[config.mk]
export PLATFORM = sky130hd
export DESIGN_NAME = sender_arbiter
export DESIGN_NICKNAME = d
export VERILOG_FILES = /design/src/rtl/sender_arbiter.sv
export SDC_FILE = /design/constraint.sdc
export NUM_CORES = 1
export LEC_CHECK = 0
export ABC_AREA = 1
export CAP_MARGIN = 10
export CORE_MARGIN = 8
export CORE_UTILIZATION = 44
export DETAILED_ROUTE_END_ITERATION = 7
export GPL_ROUTABILITY_DRIVEN = 0
export PLACE_DENSITY = 0.79
export SLEW_MARGIN = 20
export SYNTH_ARGS = -nofsm -noshare
export SYNTH_HDL_FRONTEND = slang
export SYNTH_SLANG_ARGS = --single-unit
[constraint.sdc]
create_clock -name clk -period 2 [get_ports clk]
set_input_delay 0.3 -clock clk [delete_from_list [all_inputs] [get_ports clk]]
set_output_delay 0.3 -clock clk [all_outputs]
set_load 0.05 [all_outputs]
[src/rtl/sender_arbiter.sv]
`default_nettype none
// ============================================================================
// Module   : sender_arbiter
// Purpose  : Round-robin controller that shares one 7-bit serial frame sender
//            among N_REQ requesters. It latches the winner's data, pulses the
//            sender start for one cycle and waits for the sender's
//            completion flag. Grant and completion go back to the winner.
// Ports    : clk, rstN (async, active-low)
//            req[N_REQ], req_data[7*N_REQ]   - requester side inputs
//            gnt[N_REQ], done[N_REQ]         - one-hot 1-cycle pulses
//            busy, active_id[ID_W], err      - status
//            tx_start, tx_data[7], tx_sent   - sender side
// Options  : SENDER_ARB_TIMEOUT_EN - adds a WAIT-state watchdog that aborts a
//            transfer after TIMEOUT_CYCLES cycles and pulses err.
// Revision : 1.0 - initial release
// ============================================================================
module sender_arbiter #(
    parameter int N_REQ          = 4,
    parameter int ID_W           = $clog2(N_REQ),
    parameter int TIMEOUT_CYCLES = 32
) (
    input  logic               clk,
    input  logic               rstN,
    input  logic [N_REQ-1:0]   req,
    input  logic [7*N_REQ-1:0] req_data,
    output logic [N_REQ-1:0]   gnt,
    output logic [N_REQ-1:0]   done,
    output logic               busy,
    output logic [ID_W-1:0]    active_id,
    output logic               err,
    output logic               tx_start,
    output logic [6:0]         tx_data,
    input  logic               tx_sent
);

    // Elaboration-time sanity checks on the configuration.
    if (N_REQ < 2 || N_REQ > 16) begin : g_bad_n_req
        $error("sender_arbiter: N_REQ must be in 2..16");
    end
    if (TIMEOUT_CYCLES < 1 || TIMEOUT_CYCLES > 65535) begin : g_bad_timeout
        $error("sender_arbiter: TIMEOUT_CYCLES must be in 1..65535");
    end

    typedef enum logic [0:0] {
        S_IDLE = 1'b0,
        S_WAIT = 1'b1
    } state_t;

    state_t            r_state, w_state_nxt;
    logic [ID_W-1:0]   r_rr_ptr, w_rr_ptr_nxt;
    logic              r_sent_q;
    logic [N_REQ-1:0]  r_gnt, w_gnt_nxt;
    logic [N_REQ-1:0]  r_done, w_done_nxt;
    logic              r_busy, w_busy_nxt;
    logic [ID_W-1:0]   r_active_id, w_active_id_nxt;
    logic              r_tx_start, w_tx_start_nxt;
    logic [6:0]        r_tx_data, w_tx_data_nxt;

    // Requester data unpacked into one 7-bit word per requester.
    logic [6:0]        w_data [N_REQ];

    for (genvar gi = 0; gi < N_REQ; gi++) begin : g_unpack
        assign w_data[gi] = req_data[7*gi +: 7];
    end

    // Round-robin scan starting at r_rr_ptr; first requester found wins.
    logic              w_found;
    logic [ID_W-1:0]   w_winner;
    logic [ID_W-1:0]   w_scan;

    always_comb begin
        w_found  = 1'b0;
        w_winner = '0;
        w_scan   = '0;
        for (int k = 0; k < N_REQ; k++) begin
            w_scan = ID_W'((int'(r_rr_ptr) + k) % N_REQ);
            if (!w_found && req[w_scan]) begin
                w_found  = 1'b1;
                w_winner = w_scan;
            end
        end
    end

    // A completion is a rising edge of the sender's level flag. A flag left
    // high by the previous frame is masked because r_sent_q is already 1.
    logic w_complete;
    assign w_complete = (r_state == S_WAIT) && tx_sent && !r_sent_q;

    // Pointer value after serving active_id, wrapping N_REQ-1 -> 0.
    logic [ID_W-1:0] w_rr_after;
    assign w_rr_after = (r_active_id == ID_W'(N_REQ - 1)) ? '0
                                                          : r_active_id + 1'b1;

`ifdef SENDER_ARB_TIMEOUT_EN
    localparam logic [15:0] c_WDOG_LAST = 16'(TIMEOUT_CYCLES - 1);

    logic [15:0] r_wdog, w_wdog_nxt;
    logic        r_err, w_err_nxt;
    logic        w_timeout;

    // r_wdog holds the number of WAIT edges seen so far; the edge that would
    // make it reach TIMEOUT_CYCLES performs the abort.
    assign w_timeout = (r_state == S_WAIT) && (r_wdog == c_WDOG_LAST);
    assign err       = r_err;
`else
    assign err = 1'b0;
`endif

    always_comb begin
        w_state_nxt     = r_state;
        w_rr_ptr_nxt    = r_rr_ptr;
        w_gnt_nxt       = '0;
        w_done_nxt      = '0;
        w_busy_nxt      = r_busy;
        w_active_id_nxt = r_active_id;
        w_tx_start_nxt  = 1'b0;
        w_tx_data_nxt   = r_tx_data;
`ifdef SENDER_ARB_TIMEOUT_EN
        w_wdog_nxt      = '0;
        w_err_nxt       = 1'b0;
`endif
        case (r_state)
            S_IDLE: begin
                if (w_found) begin
                    w_tx_data_nxt       = w_data[w_winner];
                    w_tx_start_nxt      = 1'b1;
                    w_gnt_nxt[w_winner] = 1'b1;
                    w_active_id_nxt     = w_winner;
                    w_busy_nxt          = 1'b1;
                    w_state_nxt         = S_WAIT;
                end
            end
            S_WAIT: begin
`ifdef SENDER_ARB_TIMEOUT_EN
                w_wdog_nxt = r_wdog + 16'd1;
`endif
                if (w_complete) begin
                    w_done_nxt[r_active_id] = 1'b1;
                    w_busy_nxt              = 1'b0;
                    w_rr_ptr_nxt            = w_rr_after;
                    w_state_nxt             = S_IDLE;
                end
`ifdef SENDER_ARB_TIMEOUT_EN
                // Completion takes precedence over a simultaneous timeout.
                else if (w_timeout) begin
                    w_err_nxt    = 1'b1;
                    w_busy_nxt   = 1'b0;
                    w_rr_ptr_nxt = w_rr_after;
                    w_state_nxt  = S_IDLE;
                end
`endif
            end
            default: w_state_nxt = S_IDLE;
        endcase
    end

    always_ff @(posedge clk or negedge rstN) begin
        if (!rstN) begin
            r_state     <= S_IDLE;
            r_rr_ptr    <= '0;
            r_sent_q    <= 1'b0;
            r_gnt       <= '0;
            r_done      <= '0;
            r_busy      <= 1'b0;
            r_active_id <= '0;
            r_tx_start  <= 1'b0;
            r_tx_data   <= '0;
`ifdef SENDER_ARB_TIMEOUT_EN
            r_wdog      <= '0;
            r_err       <= 1'b0;
`endif
        end else begin
            r_state     <= w_state_nxt;
            r_rr_ptr    <= w_rr_ptr_nxt;
            r_sent_q    <= tx_sent;
            r_gnt       <= w_gnt_nxt;
            r_done      <= w_done_nxt;
            r_busy      <= w_busy_nxt;
            r_active_id <= w_active_id_nxt;
            r_tx_start  <= w_tx_start_nxt;
            r_tx_data   <= w_tx_data_nxt;
`ifdef SENDER_ARB_TIMEOUT_EN
            r_wdog      <= w_wdog_nxt;
            r_err       <= w_err_nxt;
`endif
        end
    end

    assign gnt       = r_gnt;
    assign done      = r_done;
    assign busy      = r_busy;
    assign active_id = r_active_id;
    assign tx_start  = r_tx_start;
    assign tx_data   = r_tx_data;

endmodule
`default_nettype wire

# Word-level counts from Yosys, hierarchy flattened
# Index checks and enable logic that the tools add are counted.
word_totals:
  ff_bits: 23
  input_bits: 35
  out_inout_bits: 20
  wordCells: 76
classes:
  addsub: 4
  order_cmp: 9
  n_eq_ne: 3
  mux: 35
  bitwise: 2
  reduce_logical: 14
ops:
  columns: ["cell", "count"]
  rows:
  - ["2-bit by 3-bit less-than comparator with 1-bit output, second input constant", 6]
  - ["4-bit 2-to-1 mux", 4]
  - ["1-bit 2-to-1 mux", 15]
  - ["7-bit binary-select mux with 2-bit select", 1]
  - ["7-bit 2-to-1 mux", 2]
  - ["2-bit 2-to-1 mux", 5]
  - ["1-bit binary-select mux with 2-bit select", 4]
  - ["1-bit logical AND", 7]
  - ["2-bit AND reduction", 3]
  - ["2-bit by 1-bit adder with 2-bit output, second input constant", 2]
  - ["2-bit adder, second input constant", 2]
  - ["1-bit demux with 2-bit select", 2]
  - ["2-bit by 1-bit >= comparator with 1-bit output, second input constant", 2]
  - ["1-bit logical NOT", 4]
  - ["1-bit case mux with 2 select lines", 2]
  - ["3-bit >= comparator, second input constant", 1]
  - ["2-bit NOT with 3-bit output", 1]
  - ["2-bit equality test, second input constant", 1]
  - ["2-bit by 1-bit != test with 1-bit output, second input constant", 1]
  - ["2-bit != test, second input constant", 1]
  - ["1-bit NOT", 1]

# Longest topological paths before layout
# Gate-level depths: netlist of the first run.
depth:
  word_depth: 18
  ltp_mapped: 15
  mapped_depth_nobuf: 14

# Worst setup path after synthesis of the first run
# No wires, ideal clock.
synth_timing:
  path_type: "register to register"
  from: "reg r_rr_ptr[0]"
  to: "reg r_tx_data[0] (netlist: tx_data[0])"
  setup_time_ns: 0.118
  arrival_ns: 1.565
  required_ns: 1.882
  slack_ns: 0.317
  stages_incl_launch_ff: 14
  path_buffers: 2
  period_less_slack_ns: 1.683
  cell_sequence: "dfrtp_1 -> buf_6 -> nand2_1 -> nand2_1 -> nand2_1 -> nand2_1 -> nor2_4 -> nand2_2 -> or2_4 -> nand2_4 -> inv_2 -> buf_6 -> nand2_1 -> nand2_1"
synth_between:
  elab_chain_len: 16
  elab_cells_between_ends: 30
  cone_classes: "add/sub: 3; mux: 19; bitwise: 1; reduce/logical: 7"
synth_lines:
  columns: ["element", "line", "rtl"]
  rows:
  - ["start: declaration", "50", "logic [ID_W-1:0] r_rr_ptr, w_rr_ptr_nxt;"]
  - ["start signal: assignment", "174", "r_rr_ptr <= w_rr_ptr_nxt;"]
  - ["parallel branches: the longest is 16 deep, another holds 2-bit by 1-bit adder with 2-bit output", null, null]
  - ["end signal: assignment", "181", "r_tx_data <= w_tx_data_nxt;"]
  - ["end: declaration", "57", "logic [6:0] r_tx_data, w_tx_data_nxt;"]
# Several ways; the timed one is not identified. The select of a mux whose other input is x is not followed.
# A chain may end at the register's enable or synchronous reset.

# Worst setup path in the final report of the first run
layout_timing:
  from: "reg r_active_id[1] (netlist: active_id[1])"
  to: "out active_id[1]"
layout_rtl:
  columns: ["element", "line", "rtl"]
  rows:
  - ["start: declaration", "55", "logic [ID_W-1:0] r_active_id, w_active_id_nxt;"]
  - ["start signal: assignment", "179", "r_active_id <= w_active_id_nxt;"]
  - ["end: declaration", "29", "output logic [ID_W-1:0] active_id,"]
# No word-level cell between the ends.

==> impl_metrics.json, run 1 <==
{
  "wl_met3_um": 336,
  "cts_buffer_depth": 2,
  "worstSkewPairLatency_ns": 0.31,
  "seq_area_frac_synth_pct": 38.0,
  "swShare_pct": 53.5,
  "ys_seq_elements": 23,
  "netlist_top_cells_count": "81 x nand2_1, 41 x inv_1, 36 x nand3_1",
  "cp.depth": 1,
  "leakagePower_nw": 1.20,
  "cts_tree": "yes",
  "cts_inserted_buffers": 3,
  "synthFlopType": "dfrtp_1",
  "worst_path_dominant_cell_family": "buffers and inverters",
  "fin_crit_sh_pct": 92.8,
  "clkSinkCount": 23,
  "crit_required_ns": 1.70,
  "status": "complete, no violations",
  "antenna_cells": 0,
  "p_clk_share_pct": 5.5,
  "reg2reg_depth": 13,
  "yosys.area.top_type": "dfrtp_1",
  "cts.clk_slew.worst_paths_ns": 0.13,
  "grt_overflow": 0,
  "port_buffers": 53,
  "internal_power_mw": 1.84,
  "vias": 1551,
  "finalHoldViolCount": 0,
  "synth_area_per_cell_um2": 6.73,
  "async_flop_share_pct": 100,
  "num_rows": 21,
  "synth_top_area_share_pct": 38.0,
  "crit_slowest_cell": "clkdlybuf4s50_1",
  "root_buffer": "clkbuf_4",
  "core_area_um2": 3310,
  "grt_usage_pct": 14.3,
  "maxSlewViolCount": 0,
  "antenna_found_initial": 0,
  "switchingPower_mw": 2.11,
  "path_class": "flip-flop to output port",
  "hold_ws_ns": 0.324,
  "cp_max_fo": 4,
  "grt_max_degree": 24,
  "grt_pass1_wl_um": 6380,
  "cp-end-kind": "output port",
  "fin_nets": 326,
  "ys_types": 22,
  "drc_errors": 0,
  "dpl.hpwl_um": 2980,
  "power_density_nw_per_um2": 1800,
  "synth_cells": 225,
  "boundaryPins": 55,
  "min_period_ns": 1.86,
  "start_util_pct": 45.8,
  "dieHeight_um": 74.7,
  "routed.top_layer": "met4",
  "cp-start-kind": "flip-flop",
  "wl_met1_um": 1520,
  "netlist_area_um2": 1520,
  "syn_nets": 264,
  "yosysMostFrequentCell": "nand2_1",
  "pre_cts_ws_ns": -0.0608,
  "drive_above_1_share_pct": 11.5,
  "syn2layout_area_growth_pct": 45.1,
  "max_freq_mhz": 539,
  "path_buf_inv": 1,
  "clock_skew_ns": 0.00267,
  "power.share.sequential_pct": 18.8,
  "combPwrFrac_pct": 75.7,
  "met2_length_um": 1900,
  "postCtsSetupRepairBufs": 0,
  "cp.arrival_ns": 1.56,
  "totalWireLength_um": 3790,
  "first_iter_violations": 65,
  "wl_per_cell_um": 11.4,
  "setup_ws_ns": 0.143,
  "tightest_slew_ns": 0.529,
  "path_cells": "clkdlybuf4s50_1",
  "maxCapViolations": 0,
  "first_pass_iters": 4,
  "finalSetupViolations": 0,
  "die_w_um": 74.7,
  "yosysWarningCount": 0,
  "slew_headroom_pct": 64.6,
  "first_global_vias": 1560,
  "routed_via_density": 4.67,
  "irDropWorstVdd_mv": 0.927,
  "fp.dieArea_um2": 5580,
  "hp-class": "input pin to async pin",
  "final_antenna_net_count": 0,
  "rsz0062_at_grt": "false",
  "htree_levels": 1,
  "critPathMaxStageDelay_ns": 0.82,
  "ys_top_cells_by_area": "dfrtp_1 38%, nand2_1 20%, nand3_1 12%",
  "synth_enable_flop_cells": 0
}
==> worst register-to-register path, stage by stage, from the launching register on <==
cell     delay (ns)
dfrtp_1        0.42
buf_6          0.15
nand2_1        0.09
nand3_1        0.13
nand2_2        0.13
nor2_1         0.06
nor2_1         0.16
nand2_4        0.10
nand2_4        0.16
nand2_1        0.08
nand3_1        0.08
nand2_1        0.06
nand2_1        0.05
nand2_1        0.05
==> logic make-up (layout without fill, tap and decap cells) <==
logic type	Yosys count	in the layout	share of synthesized area, %
simple gates	140	140	41.2
buf+inv	50	111	14.5
flops	23	23	38.0
compound gates	7	7	2.81
fa+ha+maj	4	4	3.30
other cells	1	1	0.247
==> registers in the layout, indices dropped and copies added, names as in the netlist <==
signal	flops
tx_data	7
done	4
gnt	4
active_id	2
r_rr_ptr	2
busy	1
r_sent_q	1
r_state	1
tx_start	1
==> metal layers <==
layer / vias to the layer above / GRT usage (%)
li1: 796 / -
met1: 684 / 15.7
met2: 67 / 25.7
met3: 4 / 5.19
met4: 0 / 2.61
met5: - / 0
==> power by group through the flow <==
stage	logic, mW	registers, mW	clock network [mW]
5_1_grt	3.32	0.767	0.237
6_report	2.99	0.743	0.217
4_1_cts	2.94	0.742	0.221
3_3_place_gp	2.90	0.742	0
3_5_place_dp	2.92	0.750	0
2_1_floorplan	1.57	1.21	0
==> area by class of cell <==
cell class / count / area [um2]
clock buffers: 3 / 22.5
well taps: 46 / 57.6
inverters: 44 / 165
flip-flops and latches: 23 / 576
clock inverters: 1 / 5.00
multi-input cells: 152 / 738
fillers: 307 / 1110
repair buffers: 63 / 634
==> final timing paths <==
| path | from | end | slack [ns] |
|---|---|---|---|
| worst max-delay path | active_id[1] | active_id[1] | 0.14 |
| min in group clk | tx_sent | r_sent_q | 0.46 |
| worst min register to register | busy | busy | 0.49 |
| max in group asynchronous | rstN | tx_data[4] | 1.45 |
| worst min-delay path | rstN | r_rr_ptr[0] | 0.32 |
| worst max register to register | r_rr_ptr[0] | tx_data[1] | 0.20 |
==> cells in the final DEF, fill, tap and decap left out <==
cell type	netlist	layout
inv_1	41	41
nand3_1	36	35
o21ai_2	2	2
ha_1	4	4
buf_12	0	2
a21oi_1	1	1
buf_4	2	7
dfrtp_1	23	23
clkdlybuf4s50_1	0	53
clkbuf_4	0	3
buf_6	3	1
o21ai_0	3	3
nor2_4	1	2
nand2_1	81	78
conb_1	1	1
inv_2	3	3
or2_4	1	1
nor2_1	12	12
nand4_1	1	1
clkinv_2	0	1
o21ai_1	1	1
nand2_2	3	6
nand2_4	3	3
nand3_2	1	2
==> per-stage QoR <==
step                total power, mW  area (um2)  TNS (ns)  util, %  std cells
finish                         3.95        2200         0     66.4        332
global route                   4.32        2200         0     66.4        332
CTS                            3.90        2180         0     65.8        332
detailed placement             3.67        2150    -0.363     64.9        328
global placement               3.65        2150    -0.188     64.9        328
floorplan                      2.78        1520         0        -        225
==> what timing repair did <==
item | CTS | global route
endpoints found under the setup margin | 0 | 6
resized for setup | 0 | 6
hold buffers | 0 | 0
Power figures use the tool's default switching activity.
==> run 2, diff against run 1 <==
Settings changed: TNS_END_PERCENT set to 30.
==> results of run 2 <==
Same layout as run 1: the final DEF is identical, and so are final timing and power.
==> run 3, diff against run 2 <==
Settings changed: GPL_ROUTABILITY_DRIVEN 0 to 1.
==> results of run 3 <==
Same layout as run 1: the final DEF is identical, and so are final timing and power.
